<file path="config.mk">
export PLATFORM = sky130hd
export DESIGN_NAME = rom_loader
export DESIGN_NICKNAME = d
export VERILOG_FILES = /design/src/rtl/rom_defs.sv /design/src/rtl/byte_packer.sv /design/src/rtl/rom_loader.sv
export SDC_FILE = /design/constraint.sdc
export NUM_CORES = 1
export LEC_CHECK = 0
export CAP_MARGIN = 20
export CORE_ASPECT_RATIO = 1.1
export CORE_MARGIN = 5
export CORE_UTILIZATION = 52
export DETAILED_ROUTE_END_ITERATION = 10
export PLACE_DENSITY = 0.87
export SLEW_MARGIN = 20
export SYNTH_ARGS = -nofsm -noshare
export SYNTH_HDL_FRONTEND = slang
export SYNTH_SLANG_ARGS = --single-unit
</file>
<file path="constraint.sdc">
create_clock -name clock -period 6.95 [get_ports clock]
set_clock_uncertainty 0.15 [all_clocks]
set_input_delay 1.39 -clock clock [delete_from_list [all_inputs] [get_ports clock]]
set_output_delay 1.39 -clock clock [all_outputs]
set_load 0.005 [all_outputs]
</file>
<file path="src/rtl/rom_defs.sv">
// ROM map constants and boot-loader state encoding shared by the loader and its packer.
// Latency: none (constants and a pure address helper).
// Backpressure: n/a.
package rom_defs;

    localparam logic [31:0] ROM_BASE_ADDR  = 32'h0800_0000;
    localparam logic [31:0] ROM_SIZE_BYTES = 32'h0010_0000;
    localparam logic [31:0] ROM_WORDS      = ROM_SIZE_BYTES >> 2;

    localparam logic [2:0] LD_IDLE    = 3'd0;
    localparam logic [2:0] LD_COLLECT = 3'd1;
    localparam logic [2:0] LD_WRITE   = 3'd2;
    localparam logic [2:0] LD_READ    = 3'd3;
    localparam logic [2:0] LD_CHECK   = 3'd4;
    localparam logic [2:0] LD_DONE    = 3'd5;
    localparam logic [2:0] LD_ERROR   = 3'd6;

    typedef enum logic [2:0] {
        S_IDLE    = LD_IDLE,
        S_COLLECT = LD_COLLECT,
        S_WRITE   = LD_WRITE,
        S_READ    = LD_READ,
        S_CHECK   = LD_CHECK,
        S_DONE    = LD_DONE,
        S_ERROR   = LD_ERROR
    } ld_state_t;

    // Byte address of 32-bit word number idx.
    function automatic logic [31:0] word_addr(input logic [31:0] base, input logic [18:0] idx);
        return base + {11'd0, idx, 2'b00};
    endfunction

endpackage

</file>
<file path="src/rtl/byte_packer.sv">
// Assembles four stream bytes into one little-endian 32-bit word (first byte in bits [7:0]).
// Latency: word_dat updates at the edge accepting the 4th byte; word_vld flags that byte combinationally.
// Backpressure: bytes move only when byte_vld && byte_rdy; the completed word holds until the next 4th byte.
module byte_packer (
    input  logic        clock,
    input  logic        reset_n,
    input  logic        clear,
    input  logic [7:0]  byte_dat,
    input  logic        byte_vld,
    input  logic        byte_rdy,
    output logic        word_vld,
    output logic [31:0] word_dat
);

    logic [1:0]  byte_cnt;
    logic [23:0] partial;
    logic        accept;

    assign accept   = byte_vld && byte_rdy;
    assign word_vld = accept && (byte_cnt == 2'd3);

    // Partial bytes live apart from word_dat so the presented word stays stable while the next one fills.
    always_ff @(posedge clock) begin
        if (!reset_n) begin
            byte_cnt <= 2'd0;
            partial  <= 24'd0;
            word_dat <= 32'd0;
        end else if (clear) begin
            byte_cnt <= 2'd0;
            partial  <= 24'd0;
        end else if (accept) begin
            byte_cnt <= byte_cnt + 2'd1;
            case (byte_cnt)
                2'd0:    partial[7:0]   <= byte_dat;
                2'd1:    partial[15:8]  <= byte_dat;
                2'd2:    partial[23:16] <= byte_dat;
                default: word_dat       <= {byte_dat, partial};
            endcase
        end
    end

endmodule

</file>
<file path="src/rtl/rom_loader.sv">
// Boot loader: packs host bytes into words and writes them sequentially into ROM (ROM_LOADER_VERIFY_EN adds readback compare).
// Latency: 5 cycles/word minimum (7 with readback); done one cycle after the last write (or check).
// Backpressure: byte_ready only in COLLECT; the stream stalls during write/readback and while idle.
module rom_loader
    import rom_defs::*;
#(
    parameter logic [31:0] BASE_ADDR = ROM_BASE_ADDR,
    parameter logic [31:0] ROM_BYTES = ROM_SIZE_BYTES
) (
    input  logic        clock,
    input  logic        reset_n,
    input  logic        start,
    input  logic [18:0] word_count,
    input  logic [7:0]  byte_in,
    input  logic        byte_valid,
    output logic        byte_ready,
    output logic        rom_write_enable,
    output logic [31:0] rom_address,
    output logic [31:0] rom_data_out,
    input  logic [31:0] rom_data_in,
    output logic        busy,
    output logic        done,
    output logic        error,
    output logic [31:0] error_addr
);

    localparam logic [31:0] NUM_WORDS = ROM_BYTES >> 2;
    localparam logic [31:0] END_ADDR  = BASE_ADDR + ROM_BYTES;

    ld_state_t   state, state_nxt;
    logic [18:0] wc_q;
    logic [18:0] index_q;
    logic [31:0] addr_q;
    logic        err_q;
    logic [31:0] err_addr_q;
    logic        start_ok;
    logic        advance;
    logic        last_word;
    logic        word_vld;
    logic [31:0] word;

    assign start_ok  = (state == S_IDLE) && start;
    assign last_word = (index_q + 19'd1) == wc_q;

    byte_packer u_packer (
        .clock    (clock),
        .reset_n  (reset_n),
        .clear    (start_ok),
        .byte_dat (byte_in),
        .byte_vld (byte_valid),
        .byte_rdy (byte_ready),
        .word_vld (word_vld),
        .word_dat (word)
    );

    always_comb begin
        state_nxt = state;
        advance   = 1'b0;
        unique case (state)
            S_IDLE: begin
                if (start) begin
                    if (word_count == 19'd0)
                        state_nxt = S_DONE;
                    else if ({13'd0, word_count} > NUM_WORDS)
                        state_nxt = S_ERROR;
                    else
                        state_nxt = S_COLLECT;
                end
            end
            S_COLLECT: begin
                if (word_vld)
                    state_nxt = S_WRITE;
            end
`ifdef ROM_LOADER_VERIFY_EN
            S_WRITE: state_nxt = S_READ;
            S_READ:  state_nxt = S_CHECK;
            S_CHECK: begin
                if (rom_data_in != word) begin
                    state_nxt = S_ERROR;
                end else begin
                    advance   = 1'b1;
                    state_nxt = last_word ? S_DONE : S_COLLECT;
                end
            end
`else
            S_WRITE: begin
                advance   = 1'b1;
                state_nxt = last_word ? S_DONE : S_COLLECT;
            end
`endif
            S_DONE:  state_nxt = S_IDLE;
            S_ERROR: state_nxt = S_IDLE;
            default: state_nxt = S_IDLE;
        endcase
    end

    assign byte_ready       = (state == S_COLLECT);
    assign busy             = state inside {S_COLLECT, S_WRITE, S_READ, S_CHECK};
    assign rom_write_enable = (state == S_WRITE);
    assign done             = (state == S_DONE);
    assign rom_address      = addr_q;
    assign rom_data_out     = word;
    assign error            = err_q;
    assign error_addr       = err_addr_q;

`ifndef ROM_LOADER_VERIFY_EN
    logic unused_rom_data;
    assign unused_rom_data = ^rom_data_in;
`endif

    always_ff @(posedge clock) begin
        if (!reset_n) begin
            state      <= S_IDLE;
            wc_q       <= 19'd0;
            index_q    <= 19'd0;
            addr_q     <= 32'd0;
            err_q      <= 1'b0;
            err_addr_q <= 32'd0;
        end else begin
            state <= state_nxt;
            if (start_ok) begin
                wc_q       <= word_count;
                index_q    <= 19'd0;
                err_q      <= 1'b0;
                err_addr_q <= 32'd0;
            end
            // Address is captured with the completed word so both are stable for the whole write.
            if (word_vld)
                addr_q <= word_addr(BASE_ADDR, index_q);
            if (advance)
                index_q <= index_q + 19'd1;
            // Entering ERROR from IDLE is a range fault; from CHECK it is a readback mismatch.
            if (state_nxt == S_ERROR && state != S_ERROR) begin
                err_q      <= 1'b1;
                err_addr_q <= (state == S_IDLE) ? END_ADDR : addr_q;
            end
        end
    end

endmodule

</file>
==> After elaboration in Yosys (flattened, before gate mapping) <==
Index checks and enable logic that the tools add are counted.
W data, S select, Z words.
{ "classes": {"n_addsub": 3, "order_cmp": 1, "n_eq_ne": 11, "muxes": 14, "n_bitwise": 3, "reduce_logical": 16} }
{ "ops": {"columns": ["operator", "count"], "rows": [
  ["$mux W32", 3],
  ["$mux W19", 2],
  ["$add A28 B21 Y29 const A", 1],
  ["$add A19 B1 Y19 const B", 1],
  ["$eq A19 B19 Y1", 1],
  ["$gt A19 B19 Y1 const B", 1],
  ["$logic_not A19 Y1", 1],
  ["$mux W3", 5],
  ["$eq A3 B3 Y1 const B", 3],
  ["$pmux W3 S3", 1],
  ["$eq A3 B2 Y1 const B", 2],
  ["$reduce_and A2 Y1", 3],
  ["$eq A2 B2 Y1 const B", 2],
  ["$logic_and A1 B1 Y1", 4],
  ["$reduce_bool A2 Y1", 2],
  ["$reduce_bool A4 Y1", 1],
  ["$eq A3 B1 Y1 const B", 1],
  ["$logic_not A3 Y1", 1],
  ["$mux W1", 3],
  ["$ne A3 B3 Y1 const B", 1],
  ["$not A1 Y1", 3],
  ["$reduce_and A3 Y1", 1],
  ["$reduce_or A3 Y1", 1],
  ["$add A2 B1 Y2 const B", 1],
  ["3 further kinds", 3]
]} }
{ "word_totals": {"ff_bits": 164, "input_bits": 63, "out_inout_bits": 101, "elab_cells": 59} }

==> Logic depth before layout (Yosys ltp) <==
{ "logic_depth": {"ltp_word": 8, "depth_mapped": 9, "mapped_depth_nobuf": 7} }

==> Hierarchy <==
From an unflattened synthesis, not the netlist that was laid out.
{ "unflattened": {"hier_cells": 713, "hier_area_um2": 6393.6} }
{ "modules_own_cells": {"columns": ["module", "n_inst", "cells_per_inst", "area_each_um2", "seq_area_each_um2"], "rows": [
  ["rom_loader", 1, 464, 3878.7, 1641.6],
  ["byte_packer", 1, 249, 2514.9, 1161.1]
]} }

==> Worst setup path before layout <==
Ideal clock, no wire load.
{ "synth_timing": {"path_kind": "input -> register", "from": "input word_count[13]", "to": "register state[2]", "setup_ns": 0.087, "arrival_time_ns": 2.883, "required_time_ns": 6.713, "setup_slack_ns": 3.830, "path_stages": 5, "path_buffers": 0, "cell_sequence": "or4_4 > nor3_2 > xnor2_1 > or4b_2 > o31ai_1"} }
{ "synth_between": {"elab_chain_len": 5, "word_cells_on_any_way": 6, "classes_between": "1 x order compare; 4 x mux; 1 x reduce/logical"} }
{ "synth_rtl": {"columns": ["item", "line_no", "source"], "rows": [
  ["start, declared", "rom_loader.sv:13", "input logic [18:0] word_count,"],
  ["$gt A19 B19 Y1", "rom_loader.sv:64", "else if ({13'd0, word_count} > NUM_WORDS)"],
  ["$mux W3", "rom_loader.sv:64", null],
  ["$mux W3 *", "rom_loader.sv:62", "if (word_count == 19'd0)"],
  ["$mux W3 *", "rom_loader.sv:61", "if (start) begin"],
  ["$pmux W3 S3 *", "rom_loader.sv:59", "unique case (state)"],
  ["end signal, assigned", "rom_loader.sv:120", "state <= state_nxt;"],
  ["end, declared", "rom_loader.sv:30", "ld_state_t state, state_nxt;"]
]} }
Every way passes the cells marked *; elsewhere a longest branch is shown, timed or not.
A chain may end at the register's enable or synchronous reset.

==> Worst setup path after layout <==
{ "layout_timing": {"from": "register state[1]", "to": "output rom_write_enable"} }
{ "layout_between": {"elab_chain_len": 1} }
{ "layout_rtl": {"columns": ["item", "line_no", "source"], "rows": [
  ["$eq A3 B2 Y1", "rom_loader.sv:99", "assign rom_write_enable = (state == S_WRITE);"],
  ["end, declared", "rom_loader.sv:17", "output logic rom_write_enable,"]
]} }
Every way passes these cells.

==> run summary <==
FLOORPLAN
--------------------------------------------------------------------------------------------------------
Number of rows created at floorplan .......................................................           41
I/O Pins ..................................................................................          164
Initial cell density of the core ..........................................................        53.3%
Core Region ...............................................................................  11500 sq um
Die width .................................................................................  113 microns
Die area ..................................................................................  14000 sq um
Die H .....................................................................................  124 microns

SYNTHESIS
--------------------------------------------------------------------------------------------------------
Proportion of register bits with asynchronous set or reset after synthesis ................           0%
Fraction of the yosys area taken by sequential cells ......................................        45.8%
Summed instance area of the synthesized netlist ...........................................   6120 sq um
Number of synthesized flops with an enable pin ............................................            0
Number of synthesized register bits .......................................................          140
Gate count after technology mapping .......................................................          734
Number of warnings reported in the yosys synthesis log ....................................            0
Primary flip-flop cell chosen by synthesis mapping ........................................ sky130_fd_sc_hd__dfxtp_1
Number of different library cells in the post-synthesis netlist ...........................           51
Post-synthesis area per instance ..........................................................   8.34 sq um

TIMING
--------------------------------------------------------------------------------------------------------
Sum of negative setup slack ...............................................................         0 ns
Hold slack final ..........................................................................     0.307 ns
Number of hold violations in the final report .............................................            0
Fin. max-slew vios ........................................................................            0
Post-route fraction of the period consumed by the critical path ...........................        60.4%
RSZ-0062 raised after global routing ......................................................        false
Total of endpoints with negative setup slack in the final report ..........................            0
Max Clock Freq ............................................................................    0.238 GHz
Least-Margin Pin Slew .....................................................................      1.04 ns
Min Clock Period, post-route ..............................................................      4.20 ns
Max-slew headroom at the worst pin ........................................................        30.5%

CTS
--------------------------------------------------------------------------------------------------------
Maximum count of clock buffers along a single path ........................................            2
Clock Sinks ...............................................................................          140
H-tree levels .............................................................................            4
CTS root buf .............................................................................. sky130_fd_sc_hd__clkbuf_16
Count of hold-fix buffers inserted at cts .................................................            0
Worst-skew pair later-pin latency .........................................................      0.41 ns
Cells resized by post-CTS repair ..........................................................            0
Setup fix buffers added after clock tree synthesis ........................................            0
Number of clock buffers inserted by TritonCTS .............................................           17
CTS tree ..................................................................................         done
Post-CTS clock slew at the launch and capture registers of the worst setup and hold paths .      0.06 ns

DETAILED ROUTING
--------------------------------------------------------------------------------------------------------
First-pass iteration count of the detailed router .........................................            6
Starting DRC count in detailed routing ....................................................          267
Routed length on met1 .....................................................................      6.35 mm
Total number of vias ......................................................................         5207
Routed length on met3 .....................................................................      1.01 mm
Post-route ant nets .......................................................................            0
Top sig layer .............................................................................         met4
Residual DRC count ........................................................................            0
Average detailed-routed wire length per instance .......................................... 15.1 microns
Routed wire length on met2 ................................................................      6.96 mm
Avg Vias per Cell .........................................................................         5.35
Total wire length .........................................................................      14.7 mm

PLACED DESIGN
--------------------------------------------------------------------------------------------------------
Post-DP Area ..............................................................................   7110 sq um
Total of buffers placed on input and output ports .........................................          107
Gp weighted congestion ....................................................................        0.871
Detailed placer's ending HPWL .............................................................      9.54 mm

GLOBAL ROUTE
--------------------------------------------------------------------------------------------------------
Grt ovf ...................................................................................            0
Global router's overall resource usage ....................................................        21.6%
Number of antenna violations at the first check in global routing .........................            0
Vias in the first global route ............................................................         4948
Maximum number of pins on one net before global-route repair ..............................           76
Wire length of the first global-routing pass ..............................................      24.3 mm

CRITICAL PATH
--------------------------------------------------------------------------------------------------------
Required time at the worst-slack endpoint .................................................      5.41 ns
Classification of the worst setup path ....................................................   reg -> out
Crit path arrival time ....................................................................      2.66 ns
Largest driver fanout on the critical path ................................................           28
Endpoint type of the worst setup path ..................................................... primary output
Crit path launch type .....................................................................    flip-flop

HOLD PATH
--------------------------------------------------------------------------------------------------------
Classification of the worst-slack hold path ...............................................   reg -> reg

PWR
--------------------------------------------------------------------------------------------------------
Pwr dens ..................................................................................  235 nW/um^2
Clk pwr share .............................................................................        47.2%
Leakage component of the power ............................................................      2.75 nW
Comb power frac ...........................................................................         7.1%
Switching pwr .............................................................................       440 uW
Switching share of total power ............................................................        24.4%
Part of the total power dissipated in sequential elements .................................        45.7%
IR Drop Worst-Case VDD ....................................................................     0.158 mV
Total power after layout ..................................................................      1.81 mW
Internal power of the cells ...............................................................      1.37 mW

LAYOUT
--------------------------------------------------------------------------------------------------------
Area of all placed cells without fillers ..................................................   7670 sq um
Fin nets ..................................................................................          878
Layout-stage area growth over the synthesis result ........................................        25.3%
Fraction of layout cells with a size suffix above 1 .......................................        6.20%
Antenna diode count .......................................................................            0

JOB
--------------------------------------------------------------------------------------------------------
Max-cap violation count ...................................................................            0

STATUS
--------------------------------------------------------------------------------------------------------
Run status ................................................................................ finished clean

-- flip-flops by register name, indices dropped and copies added (netlist names) --
signal	cells
wc_q	19
u_packer.word_dat	32
u_packer.byte_cnt	2
error	1
u_packer.partial	24
error_addr	20
state	3
index_q	19
rom_address	20
-- worst paths after layout --
kind / from / endpoint / slack [ns] / depth (start not counted)
setup / recovery: state[1]$_SDFF_PN0_ / rom_write_enable / 2.75 / 3
hold reg to reg: u_packer.partial[2]$_SDFFE_PP0P_ / u_packer.partial[2]$_SDFFE_PP0P_ / 0.31 / 2
hold / removal: u_packer.partial[2]$_SDFFE_PP0P_ / u_packer.partial[2]$_SDFFE_PP0P_ / 0.31 / 2
setup reg to reg: state[2]$_SDFF_PN0_ / index_q[3]$_SDFFE_PN0P_ / 4.03 / 6
-- per-stage QoR --
stage | worst slack, ns | cells | util [%]
2_1_floorplan | 3.83 | 757 | -
3_3_place_gp | 2.87 | 941 | 61.8
3_5_place_dp | 2.84 | 941 | 61.8
4_1_cts | 2.77 | 973 | 66.7
5_1_grt | 2.59 | 973 | 66.7
6_report | 2.75 | 973 | 66.7
-- metal layers --
| metal | track usage (%) | vias to the layer above |
|---|---|---|
| met5 | 0 | - |
| met3 | 6.41 | 31 |
| met2 | 34.4 | 183 |
| li1 | - | 2579 |
| met1 | 27.4 | 2414 |
| met4 | 9.17 | 0 |
-- power by group through the flow --
| stage | Sequential [mW] | Combinational (mW) | Clock (mW) |
|---|---|---|---|
| 2_1_floorplan | 0.840 | 0.0895 | 0 |
| 3_3_place_gp | 0.843 | 0.123 | 0 |
| 3_5_place_dp | 0.843 | 0.125 | 0 |
| 4_1_cts | 0.825 | 0.127 | 0.867 |
| 5_1_grt | 0.826 | 0.142 | 0.906 |
| 6_report | 0.825 | 0.128 | 0.852 |
-- critical path, stage by stage, from the launching register on --
cell and delay (ns):
sky130_fd_sc_hd__dfxtp_1 0.43, sky130_fd_sc_hd__or3b_1 0.74, sky130_fd_sc_hd__inv_1 0.47, sky130_fd_sc_hd__clkdlybuf4s50_1 0.60
-- cells by family after synthesis --
logic type      count (synthesis)  synth area share (%)
xor+xnor                       33                  4.72
other cells                     1                0.0613
flops                         140                  45.8
fa+ha+maj                       5                  1.02
simple gates                  320                  25.2
buf+inv                        81                  6.54
compound gates                154                  16.6
-- cell usage in the layout, fill, tap and decap left out, types with 2 or more instances in the layout --
master / count
sky130_fd_sc_hd__nand2_1: 187
sky130_fd_sc_hd__dfxtp_1: 140
sky130_fd_sc_hd__clkdlybuf4s50_1: 106
sky130_fd_sc_hd__a21boi_0: 81
sky130_fd_sc_hd__a21oi_1: 38
sky130_fd_sc_hd__nand3_1: 37
sky130_fd_sc_hd__conb_1: 24
sky130_fd_sc_hd__xnor2_1: 23
sky130_fd_sc_hd__nor2_1: 19
sky130_fd_sc_hd__and3_1: 19
sky130_fd_sc_hd__o21ai_0: 17
sky130_fd_sc_hd__clkbuf_16: 17
sky130_fd_sc_hd__xor2_1: 10
sky130_fd_sc_hd__nor2b_1: 8
sky130_fd_sc_hd__nor3_1: 7
sky130_fd_sc_hd__nor4_1: 6
sky130_fd_sc_hd__inv_1: 5
sky130_fd_sc_hd__ha_1: 5
sky130_fd_sc_hd__clkinvlp_4: 5
sky130_fd_sc_hd__inv_6: 5
sky130_fd_sc_hd__and2_1: 4
sky130_fd_sc_hd__a22oi_1: 4
sky130_fd_sc_hd__a31oi_1: 4
sky130_fd_sc_hd__and3b_1: 3
sky130_fd_sc_hd__nand4_1: 3
sky130_fd_sc_hd__or3_1: 3
sky130_fd_sc_hd__buf_4: 3
sky130_fd_sc_hd__or4b_2: 2
sky130_fd_sc_hd__o31ai_1: 2
sky130_fd_sc_hd__nand2b_1: 2
sky130_fd_sc_hd__a21o_1: 2
sky130_fd_sc_hd__nand3_2: 2
sky130_fd_sc_hd__nor4_4: 2
sky130_fd_sc_hd__a22o_1: 2
sky130_fd_sc_hd__clkinv_4: 2
sky130_fd_sc_hd__clkinv_2: 2
-- synthesized netlist by cell type (2+ instances only) --
| library cell | number | area [sq um] |
|---|---|---|
| sky130_fd_sc_hd__inv_1 | 5 | 18.8 |
| sky130_fd_sc_hd__nor4_4 | 2 | 42.5 |
| sky130_fd_sc_hd__buf_2 | 5 | 25.0 |
| sky130_fd_sc_hd__nor4_1 | 6 | 37.5 |
| sky130_fd_sc_hd__nand3_1 | 37 | 185 |
| sky130_fd_sc_hd__xor2_1 | 10 | 87.6 |
| sky130_fd_sc_hd__nor3_1 | 7 | 35.0 |
| sky130_fd_sc_hd__dfxtp_1 | 140 | 2800 |
| sky130_fd_sc_hd__clkbuf_1 | 43 | 161 |
| sky130_fd_sc_hd__a31oi_1 | 4 | 25.0 |
| sky130_fd_sc_hd__and3_1 | 20 | 125 |
| sky130_fd_sc_hd__o31ai_1 | 2 | 15.0 |
| sky130_fd_sc_hd__nand2_1 | 188 | 706 |
| sky130_fd_sc_hd__a21oi_1 | 38 | 190 |
| sky130_fd_sc_hd__and3b_1 | 3 | 26.3 |
| sky130_fd_sc_hd__nand3_2 | 2 | 20.0 |
| sky130_fd_sc_hd__xnor2_1 | 23 | 201 |
| sky130_fd_sc_hd__nand4_1 | 3 | 18.8 |
| sky130_fd_sc_hd__a21boi_0 | 81 | 608 |
| sky130_fd_sc_hd__and2_1 | 4 | 25.0 |
| sky130_fd_sc_hd__a21o_1 | 2 | 15.0 |
| sky130_fd_sc_hd__or4b_2 | 2 | 20.0 |
| sky130_fd_sc_hd__or3_1 | 3 | 18.8 |
| sky130_fd_sc_hd__o21ai_0 | 17 | 85.1 |
| sky130_fd_sc_hd__a22o_1 | 2 | 17.5 |
| sky130_fd_sc_hd__nor2_1 | 19 | 71.3 |
| sky130_fd_sc_hd__nor2b_1 | 8 | 50.1 |
| sky130_fd_sc_hd__a22oi_1 | 4 | 30.0 |
| sky130_fd_sc_hd__buf_1 | 4 | 15.0 |
| sky130_fd_sc_hd__nand2b_1 | 2 | 12.5 |
| sky130_fd_sc_hd__ha_1 | 5 | 62.6 |
| sky130_fd_sc_hd__buf_4 | 24 | 180 |
-- layout make-up --
cell class              count  area, sq um
well taps                 150          188
multi-input cells         536         3010
inverters                   5         18.8
flip-flops and latches    140         2800
clock buffers              17          425
fillers                   946         3820
repair buffers            110         1090
clock inverters            15          139
Note: power is estimated with default switching activity, not from simulation.
